===== config.mk =====
export PLATFORM = sky130hd
export DESIGN_NAME = ceespu_text_console
export DESIGN_NICKNAME = d
export VERILOG_FILES = /design/src/rtl/ceespu_gpu_pkg.sv /design/src/rtl/ceespu_console_fill.sv /design/src/rtl/ceespu_text_console.sv
export SDC_FILE = /design/constraint.sdc
export NUM_CORES = 1
export LEC_CHECK = 0
export CORE_ASPECT_RATIO = 0.6
export CORE_MARGIN = 4
export CORE_UTILIZATION = 45
export DETAILED_ROUTE_END_ITERATION = 10
export PLACE_DENSITY = 0.71
export SYNTH_ARGS = -nofsm -noshare
export SYNTH_HDL_FRONTEND = slang
export SYNTH_SLANG_ARGS = --single-unit

===== constraint.sdc =====
create_clock -name I_clk -period 4.3 [get_ports I_clk]
set_input_delay 0.86 -clock I_clk [delete_from_list [all_inputs] [get_ports I_clk]]
set_output_delay 0.86 -clock I_clk [all_outputs]
set_load 0.02 [all_outputs]

===== src/rtl/ceespu_gpu_pkg.sv =====
// Shared geometry, memory map, control characters and console FSM states
// for the text-mode GPU writer side.
package ceespu_gpu_pkg;

  localparam int COLS = 80;
  localparam int ROWS = 25;

  localparam logic [15:0] TEXT_BASE   = 16'hF800;
  localparam logic [15:0] COLOUR_BASE = 16'hE000;

  localparam logic [7:0] CH_BS    = 8'h08;
  localparam logic [7:0] CH_LF    = 8'h0A;
  localparam logic [7:0] CH_FF    = 8'h0C;
  localparam logic [7:0] CH_CR    = 8'h0D;
  localparam logic [7:0] CH_SPACE = 8'h20;

  typedef enum logic [2:0] {
    IDLE,
    WR_TEXT,
    WR_COLOUR,
    CLR_ROW,
    CLR_SCREEN
  } console_state_e;

  function automatic logic [10:0] char_index(input logic [4:0] row, input logic [6:0] col);
    return 11'(row) * 11'(COLS) + 11'(col);
  endfunction

  function automatic logic is_printable(input logic [7:0] c);
    return (c >= CH_SPACE) && (c <= 8'h7E);
  endfunction

  function automatic logic [4:0] next_row(input logic [4:0] row);
    return (row == 5'(ROWS - 1)) ? 5'd0 : row + 5'd1;
  endfunction

endpackage


===== src/rtl/ceespu_console_fill.sv =====
// Word counter and address generator for clearing a span of text RAM
// (with spaces) followed by a span of colour RAM (with the clear colour).
module ceespu_console_fill
  import ceespu_gpu_pkg::*;
(
  input  logic        clk,
  input  logic        rst_n,
  input  logic        start,
  input  logic [10:0] first_text,
  input  logic [10:0] text_count,
  input  logic [10:0] first_colour,
  input  logic [10:0] colour_count,
  input  logic [15:0] colour,
  output logic [3:0]  we,
  output logic [15:0] addr,
  output logic [31:0] data,
  output logic        done
);

  logic [10:0] cnt_q, cnt_d;
  logic [10:0] last;
  logic [10:0] word;
  logic        in_text;

  // start holds the counter at word 0 until the clear phase begins
  always_comb begin
    last    = text_count + colour_count - 11'd1;
    done    = (cnt_q == last);
    in_text = (cnt_q < text_count);

    if (start)     cnt_d = '0;
    else if (done) cnt_d = cnt_q;
    else           cnt_d = cnt_q + 11'd1;

    word = in_text ? (first_text + cnt_q) : (first_colour + cnt_q - text_count);
    we   = 4'b1111;
    addr = (in_text ? TEXT_BASE : COLOUR_BASE) + {3'b000, word, 2'b00};
    data = in_text ? {4{CH_SPACE}} : {2{colour}};
  end

  always_ff @(posedge clk or negedge rst_n) begin
    if (!rst_n) cnt_q <= '0;
    else        cnt_q <= cnt_d;
  end

endmodule


===== src/rtl/ceespu_text_console.sv =====
// Character-stream front end for the text GPU: turns accepted ASCII bytes into
// text/colour RAM writes, tracks the cursor and clears rows or the whole screen.
module ceespu_text_console
  import ceespu_gpu_pkg::*;
(
  input  logic        I_clk,
  input  logic        I_rst_n,
  input  logic        I_char_valid,
  input  logic [7:0]  I_char,
  input  logic [15:0] I_colour,
  output logic        O_char_ready,
  output logic [3:0]  O_sys_write_enable,
  output logic [15:0] O_sys_address,
  output logic [31:0] O_sys_data,
  output logic [6:0]  O_cursor_col,
  output logic [4:0]  O_cursor_row
);

  console_state_e state_q, state_d;

  logic [15:0] colour_q, colour_d;
  logic [15:0] clr_colour_q, clr_colour_d;
  logic [6:0]  col_q, col_d;
  logic [4:0]  row_q, row_d;
  logic [3:0]  we_q, we_d;
  logic [15:0] addr_q, addr_d;
  logic [31:0] data_q, data_d;

  logic        accept;
  logic        clr_row;
  logic        fill_start;
  logic        fill_done;
  logic [3:0]  fill_we;
  logic [15:0] fill_addr;
  logic [31:0] fill_data;
  logic [10:0] fill_first_text, fill_first_colour;
  logic [10:0] fill_text_count, fill_colour_count;
  logic [10:0] k;

  assign O_char_ready = (state_q == IDLE);
  assign accept       = I_char_valid && (state_q == IDLE);
  assign k            = char_index(row_q, col_q);

  assign clr_row           = (state_q == CLR_ROW);
  assign fill_start        = !((state_q == CLR_ROW) || (state_q == CLR_SCREEN));
  assign fill_first_text   = clr_row ? 11'(row_q) * 11'(COLS / 4) : 11'd0;
  assign fill_first_colour = clr_row ? 11'(row_q) * 11'(COLS / 2) : 11'd0;
  assign fill_text_count   = clr_row ? 11'(COLS / 4) : 11'(COLS * ROWS / 4);
  assign fill_colour_count = clr_row ? 11'(COLS / 2) : 11'(COLS * ROWS / 2);

  ceespu_console_fill u_fill (
    .clk          (I_clk),
    .rst_n        (I_rst_n),
    .start        (fill_start),
    .first_text   (fill_first_text),
    .text_count   (fill_text_count),
    .first_colour (fill_first_colour),
    .colour_count (fill_colour_count),
    .colour       (clr_colour_q),
    .we           (fill_we),
    .addr         (fill_addr),
    .data         (fill_data),
    .done         (fill_done)
  );

  always_ff @(posedge I_clk or negedge I_rst_n) begin
    if (!I_rst_n) state_q <= CLR_SCREEN;
    else          state_q <= state_d;
  end

  always_comb begin
    state_d = state_q;
    case (state_q)
      IDLE: begin
        if (accept) begin
          if (is_printable(I_char))  state_d = WR_TEXT;
          else if (I_char == CH_LF)  state_d = CLR_ROW;
          else if (I_char == CH_FF)  state_d = CLR_SCREEN;
        end
      end
      WR_TEXT:   state_d = WR_COLOUR;
      // col is 0 here only when the advance out of WR_TEXT wrapped to a new row
      WR_COLOUR: state_d = (col_q == 7'd0) ? CLR_ROW : IDLE;
      CLR_ROW, CLR_SCREEN: begin
        if (fill_done) state_d = IDLE;
      end
      default:   state_d = IDLE;
    endcase
  end

  // Bus registers are loaded with the write belonging to the next cycle's state
  always_comb begin
    colour_d     = colour_q;
    clr_colour_d = clr_colour_q;
    col_d        = col_q;
    row_d        = row_q;
    we_d         = 4'b0000;
    addr_d       = 16'h0000;
    data_d       = 32'h0000_0000;
    case (state_q)
      IDLE: begin
        if (accept) begin
          colour_d = I_colour;
          if (is_printable(I_char)) begin
            we_d   = 4'b0001 << k[1:0];
            addr_d = TEXT_BASE + {5'b00000, k[10:2], 2'b00};
            data_d = {4{I_char}};
          end else if (I_char == CH_CR) begin
            col_d = 7'd0;
          end else if (I_char == CH_LF) begin
            col_d        = 7'd0;
            row_d        = next_row(row_q);
            clr_colour_d = I_colour;
          end else if (I_char == CH_BS) begin
            if (col_q != 7'd0) col_d = col_q - 7'd1;
          end else if (I_char == CH_FF) begin
            col_d        = 7'd0;
            row_d        = 5'd0;
            clr_colour_d = I_colour;
          end
        end
      end
      WR_TEXT: begin
        we_d   = k[0] ? 4'b1100 : 4'b0011;
        addr_d = COLOUR_BASE + {4'b0000, k[10:1], 2'b00};
        data_d = {2{colour_q}};
        if (col_q == 7'(COLS - 1)) begin
          col_d        = 7'd0;
          row_d        = next_row(row_q);
          clr_colour_d = colour_q;
        end else begin
          col_d = col_q + 7'd1;
        end
      end
      CLR_ROW, CLR_SCREEN: begin
        we_d   = fill_we;
        addr_d = fill_addr;
        data_d = fill_data;
      end
      default: ;
    endcase
  end

  always_ff @(posedge I_clk or negedge I_rst_n) begin
    if (!I_rst_n) begin
      colour_q     <= '0;
      clr_colour_q <= '0;
      col_q        <= '0;
      row_q        <= '0;
      we_q         <= '0;
      addr_q       <= '0;
      data_q       <= '0;
    end else begin
      colour_q     <= colour_d;
      clr_colour_q <= clr_colour_d;
      col_q        <= col_d;
      row_q        <= row_d;
      we_q         <= we_d;
      addr_q       <= addr_d;
      data_q       <= data_d;
    end
  end

  assign O_sys_write_enable = we_q;
  assign O_sys_address      = addr_q;
  assign O_sys_data         = data_q;
  assign O_cursor_col       = col_q;
  assign O_cursor_row       = row_q;

endmodule


==> flow_summary.html <==
<table>
<tr><th>Metric</th><th>Value</th></tr>
<tr><th colspan="2">Timing</th></tr>
<tr><td>Final clock period utilization by the worst path</td><td>90.61%</td></tr>
<tr><td>Slack of the critical path</td><td>403.8 ps</td></tr>
<tr><td>Hold Fails Final Rpt</td><td>0</td></tr>
<tr><td>Setup repair after global routing missed its margin</td><td>false</td></tr>
<tr><td>Worst rel slew slack</td><td>36.55%</td></tr>
<tr><td>Sum of negative setup slack</td><td>0 ps</td></tr>
<tr><td>Final setup skew</td><td>10.65 ps</td></tr>
<tr><td>Slew Limit Fails</td><td>0</td></tr>
<tr><td>Least-Margin Pin Slew</td><td>951.7 ps</td></tr>
<tr><td>FMAX</td><td>256.7 MHz</td></tr>
<tr><td>Setup-failing EPs final</td><td>0</td></tr>
<tr><td>Clock period minus final worst setup slack</td><td>3896 ps</td></tr>
<tr><th colspan="2">Setup path</th></tr>
<tr><td>CP most frequent cell</td><td>sky130_fd_sc_hd__ha_1</td></tr>
<tr><td>CP cell instances</td><td>ha_1, ha_1, fa_1, xnor2_1, and2_1, ha_1, or2_2, ha_1, a21o_1, a31oi_1, xnor2_1, o21ba_2, ha_1, a21o_1</td></tr>
<tr><td>Crit path capture type</td><td>flip-flop</td></tr>
<tr><td>Slowest cell on the critical path</td><td>sky130_fd_sc_hd__dfrtp_1</td></tr>
<tr><td>Critical path data required time</td><td>4530 ps</td></tr>
<tr><td>Buf/Inv on CP</td><td>0</td></tr>
<tr><td>Category of cells accounting for the largest share of critical-path delay</td><td>adder cells</td></tr>
<tr><td>Category of the worst setup path launch point</td><td>flip-flop</td></tr>
<tr><td>Largest fanout on the critical path</td><td>7</td></tr>
<tr><td>Setup Crit Path Kind</td><td>reg -&gt; reg</td></tr>
<tr><td>CP arrival</td><td>4130 ps</td></tr>
<tr><td>Stage delay of the slowest cell on the critical path</td><td>460 ps</td></tr>
<tr><th colspan="2">Detailed routing</th></tr>
<tr><td>First-pass iteration count of the detailed router</td><td>5</td></tr>
<tr><td>Via density</td><td>5.833</td></tr>
<tr><td>DRC marker count from the first detailed-route iteration</td><td>487</td></tr>
<tr><td>Routed wire per std cell</td><td>18.88 um</td></tr>
<tr><td>Remaining number of nets flagged by the antenna check after routing</td><td>0</td></tr>
<tr><td>Routed via count</td><td>4876</td></tr>
<tr><td>Residual DRC count</td><td>0</td></tr>
<tr><td>Detailed-route wire length</td><td>15780 um</td></tr>
<tr><th colspan="2">Layout</th></tr>
<tr><td>Relative area change from synthesis to final layout</td><td>21.04%</td></tr>
<tr><td>Post-layout nets</td><td>741</td></tr>
<tr><td>Number of inserted diodes</td><td>0</td></tr>
<tr><td>Most frequent cells in the layout</td><td>sky130_fd_sc_hd__dfrtp_1, sky130_fd_sc_hd__clkdlybuf4s50_1, sky130_fd_sc_hd__nand2_1</td></tr>
<tr><td>Fraction of layout instances using a drive strength above 1</td><td>9.836%</td></tr>
<tr><td>Number of inserted filler cells in the final layout</td><td>1081</td></tr>
<tr><td>Most frequent standard cell in the layout excluding fill and tap cells</td><td>sky130_fd_sc_hd__dfrtp_1</td></tr>
<tr><th colspan="2">Global routing</th></tr>
<tr><td>Maximum number of pins on one net before global-route repair</td><td>64</td></tr>
<tr><td>Number of antenna violations at the first check in global routing</td><td>0</td></tr>
<tr><td>All-Layer GR Usage</td><td>21.65%</td></tr>
<tr><td>First-pass GRT wire length</td><td>25100 um</td></tr>
<tr><td>Congestion Overflow GR</td><td>0</td></tr>
<tr><td>Via count of the first global-routing pass</td><td>4685</td></tr>
<tr><th colspan="2">Clocking</th></tr>
<tr><td>Clock tree from TritonCTS</td><td>built</td></tr>
<tr><td>Number of gates resized after CTS</td><td>0</td></tr>
<tr><td>H-tree levels</td><td>3</td></tr>
<tr><td>Hold-fix buffers, CTS</td><td>0</td></tr>
<tr><td>Clock transition at the register clock pins on the worst setup and hold paths after CTS</td><td>70 ps</td></tr>
<tr><td>Root cell of the clock tree</td><td>sky130_fd_sc_hd__clkbuf_16</td></tr>
<tr><td>Clock latency reported for the late side of the worst-skew pair</td><td>350 ps</td></tr>
<tr><td># Post-CTS Setup Buffers</td><td>0</td></tr>
<tr><td>Cts bufs inserted</td><td>9</td></tr>
<tr><td>Worst-case clock buffer depth</td><td>2</td></tr>
<tr><td>Number of sinks on the clock net</td><td>90</td></tr>
<tr><th colspan="2">Power and ir drop</th></tr>
<tr><td>Peak supply drop</td><td>175.1 uV</td></tr>
<tr><td>Clock share of power</td><td>46.3%</td></tr>
<tr><td>Switching power of the nets</td><td>398.3 uW</td></tr>
<tr><td>Cell-internal power</td><td>1.292 mW</td></tr>
<tr><td>Static Leak</td><td>3.244 nW</td></tr>
<tr><td>Part of the total power dissipated in combinational logic</td><td>3.7%</td></tr>
<tr><td>Pwr per Cell Area</td><td>243.8 mW/mm2</td></tr>
<tr><td>Switch share</td><td>23.57%</td></tr>
<tr><td>Part of the total power dissipated in sequential elements</td><td>50.1%</td></tr>
<tr><th colspan="2">Logic synthesis</th></tr>
<tr><td>Average cell area after synthesis</td><td>9.497 um2</td></tr>
<tr><td>Share of flip-flops with an asynchronous set or reset after synthesis</td><td>100.0%</td></tr>
<tr><td>Synthesized cell area</td><td>0.005727 mm2</td></tr>
<tr><td>Post-Syn Instances</td><td>603</td></tr>
<tr><td>Number of flops mapped to enable cells by yosys</td><td>0</td></tr>
<tr><td>Syn. warnings</td><td>0</td></tr>
<tr><td>FF+latch count, synth</td><td>90</td></tr>
<tr><td>Cell variety after synth</td><td>67</td></tr>
<tr><td>Most used DFF post-synth</td><td>sky130_fd_sc_hd__dfrtp_1</td></tr>
<tr><td>Share of synthesized area occupied by flip-flops and latches</td><td>39.35%</td></tr>
<tr><th colspan="2">Floorplan</th></tr>
<tr><td>Starting Density</td><td>46.72%</td></tr>
<tr><td>Top-level port count</td><td>92</td></tr>
<tr><td>Die H</td><td>95.38 um</td></tr>
<tr><td>Area of the placeable core</td><td>0.01226 mm2</td></tr>
<tr><td>Die Footprint</td><td>0.01465 mm2</td></tr>
<tr><td>Number of placement rows</td><td>31</td></tr>
<tr><td>Horiz. Die Dim</td><td>153.6 um</td></tr>
<tr><th colspan="2">Placed design</th></tr>
<tr><td>Final HPWL from detailed placement</td><td>11930 um</td></tr>
<tr><td>Port-buffer cells</td><td>89</td></tr>
<tr><td>Weighted congestion at the end of routability-driven global placement</td><td>0.9049</td></tr>
<tr><td>Post-Place Setup Slack</td><td>452.2 ps</td></tr>
<tr><th colspan="2">Outcome</th></tr>
<tr><td>Outcome</td><td>completed</td></tr>
<tr><th colspan="2">Run</th></tr>
<tr><td>Max-capacitance violation count</td><td>0</td></tr>
<tr><th colspan="2">Hold path</th></tr>
<tr><td>Worst hold-check path type</td><td>reg -&gt; reg</td></tr>
</table>
registers in the layout, indices dropped and copies added, names as in the netlist:
| register | cells |
|---|---|
| O_sys_data | 16 |
| O_cursor_row | 5 |
| colour_q | 16 |
| O_sys_address | 12 |
| u_fill.cnt_q | 11 |
| O_cursor_col | 7 |
| O_sys_write_enable | 4 |
| state_q | 3 |
| clr_colour_q | 16 |
power groups by stage:
stage	Sequential [mW]	Combinational [mW]	Clock (mW)
global route	0.846	0.0682	0.831
finish	0.846	0.0619	0.782
global placement	0.862	0.0618	0
detailed placement	0.862	0.0627	0
floorplan	0.863	0.0137	0
CTS	0.846	0.0631	0.800
through the flow:
stage / instance area, um2 / util, % / cells / total power, mW / hold WS, ps
floorplan: 5731 / - / 604 / 0.8763 / 444.0
global placement: 6639 / 54.17 / 820 / 0.9242 / 454.5
detailed placement: 6639 / 54.17 / 820 / 0.9251 / 461.1
CTS: 6932 / 56.55 / 836 / 1.709 / 478.0
global route: 6932 / 56.55 / 836 / 1.745 / 503.2
finish: 6932 / 56.55 / 836 / 1.690 / 477.2
path summary, 6_finish.rpt:
kind	from	endpoint	slack [ps]	cells after the start
max reg2reg	O_cursor_row[3]	O_sys_address[12]	400	14
min reg2reg	clr_colour_q[5]	clr_colour_q[5]	480	1
max in group asynchronous	I_rst_n	O_cursor_col[0]	2890	2
max	O_cursor_row[3]	O_sys_address[12]	400	14
min in group asynchronous	I_rst_n	u_fill.cnt_q[8]	580	1
min	clr_colour_q[5]	clr_colour_q[5]	480	1
synth_stat cells, drive strengths merged (8+ instances only):
master	number	area share, %
dfrtp	89	39
inv	38	2.5
o21ai	49	4.3
xnor2	18	2.8
nand3	13	1.1
buf	32	3.7
ha	45	9.8
mux2	16	3.1
nor3	9	0.87
mux2i	17	3.0
a22oi	8	1.0
and2	8	0.87
a222oi	14	2.4
nor2	45	2.9
xor2	13	2.0
a21oi	29	2.5
a21o	9	1.2
nand2	48	3.1
o31ai	8	1.0
clkbuf	18	1.2
or2	9	1.0
routing by layer:
metal	global-route usage, %	wire length (um)	up-vias
met5	0	0	-
met4	4.629	143	0
met3	5.079	1378	13
met2	30.69	6448	239
met1	33.42	7811	2377
li1	-	-	2247
cell type report:
| type | count | area, um2 | area share, % |
|---|---|---|---|
| clock buffers | 10 | 239.0 | 3.448 |
| multi-input cells | 426 | 3058 | 44.12 |
| flip-flops and latches | 90 | 2253 | 32.51 |
| well taps | 165 | 206.4 | 2.978 |
| clock inverters | 6 | 53.80 | 0.7762 |
| repair buffers | 101 | 978.4 | 14.12 |
| inverters | 38 | 142.6 | 2.058 |
kinds of logic after synthesis:
| kind of cell | share of synthesized area (%) |
|---|---|
| xor+xnor | 4.741 |
| compound gates | 17.35 |
| simple gates | 14.14 |
| mux | 6.117 |
| flops | 39.35 |
| buf+inv | 7.363 |
| fa+ha+maj | 10.88 |
| other cells | 0.06548 |
No activity file was read; power rests on OpenSTA's default activity.
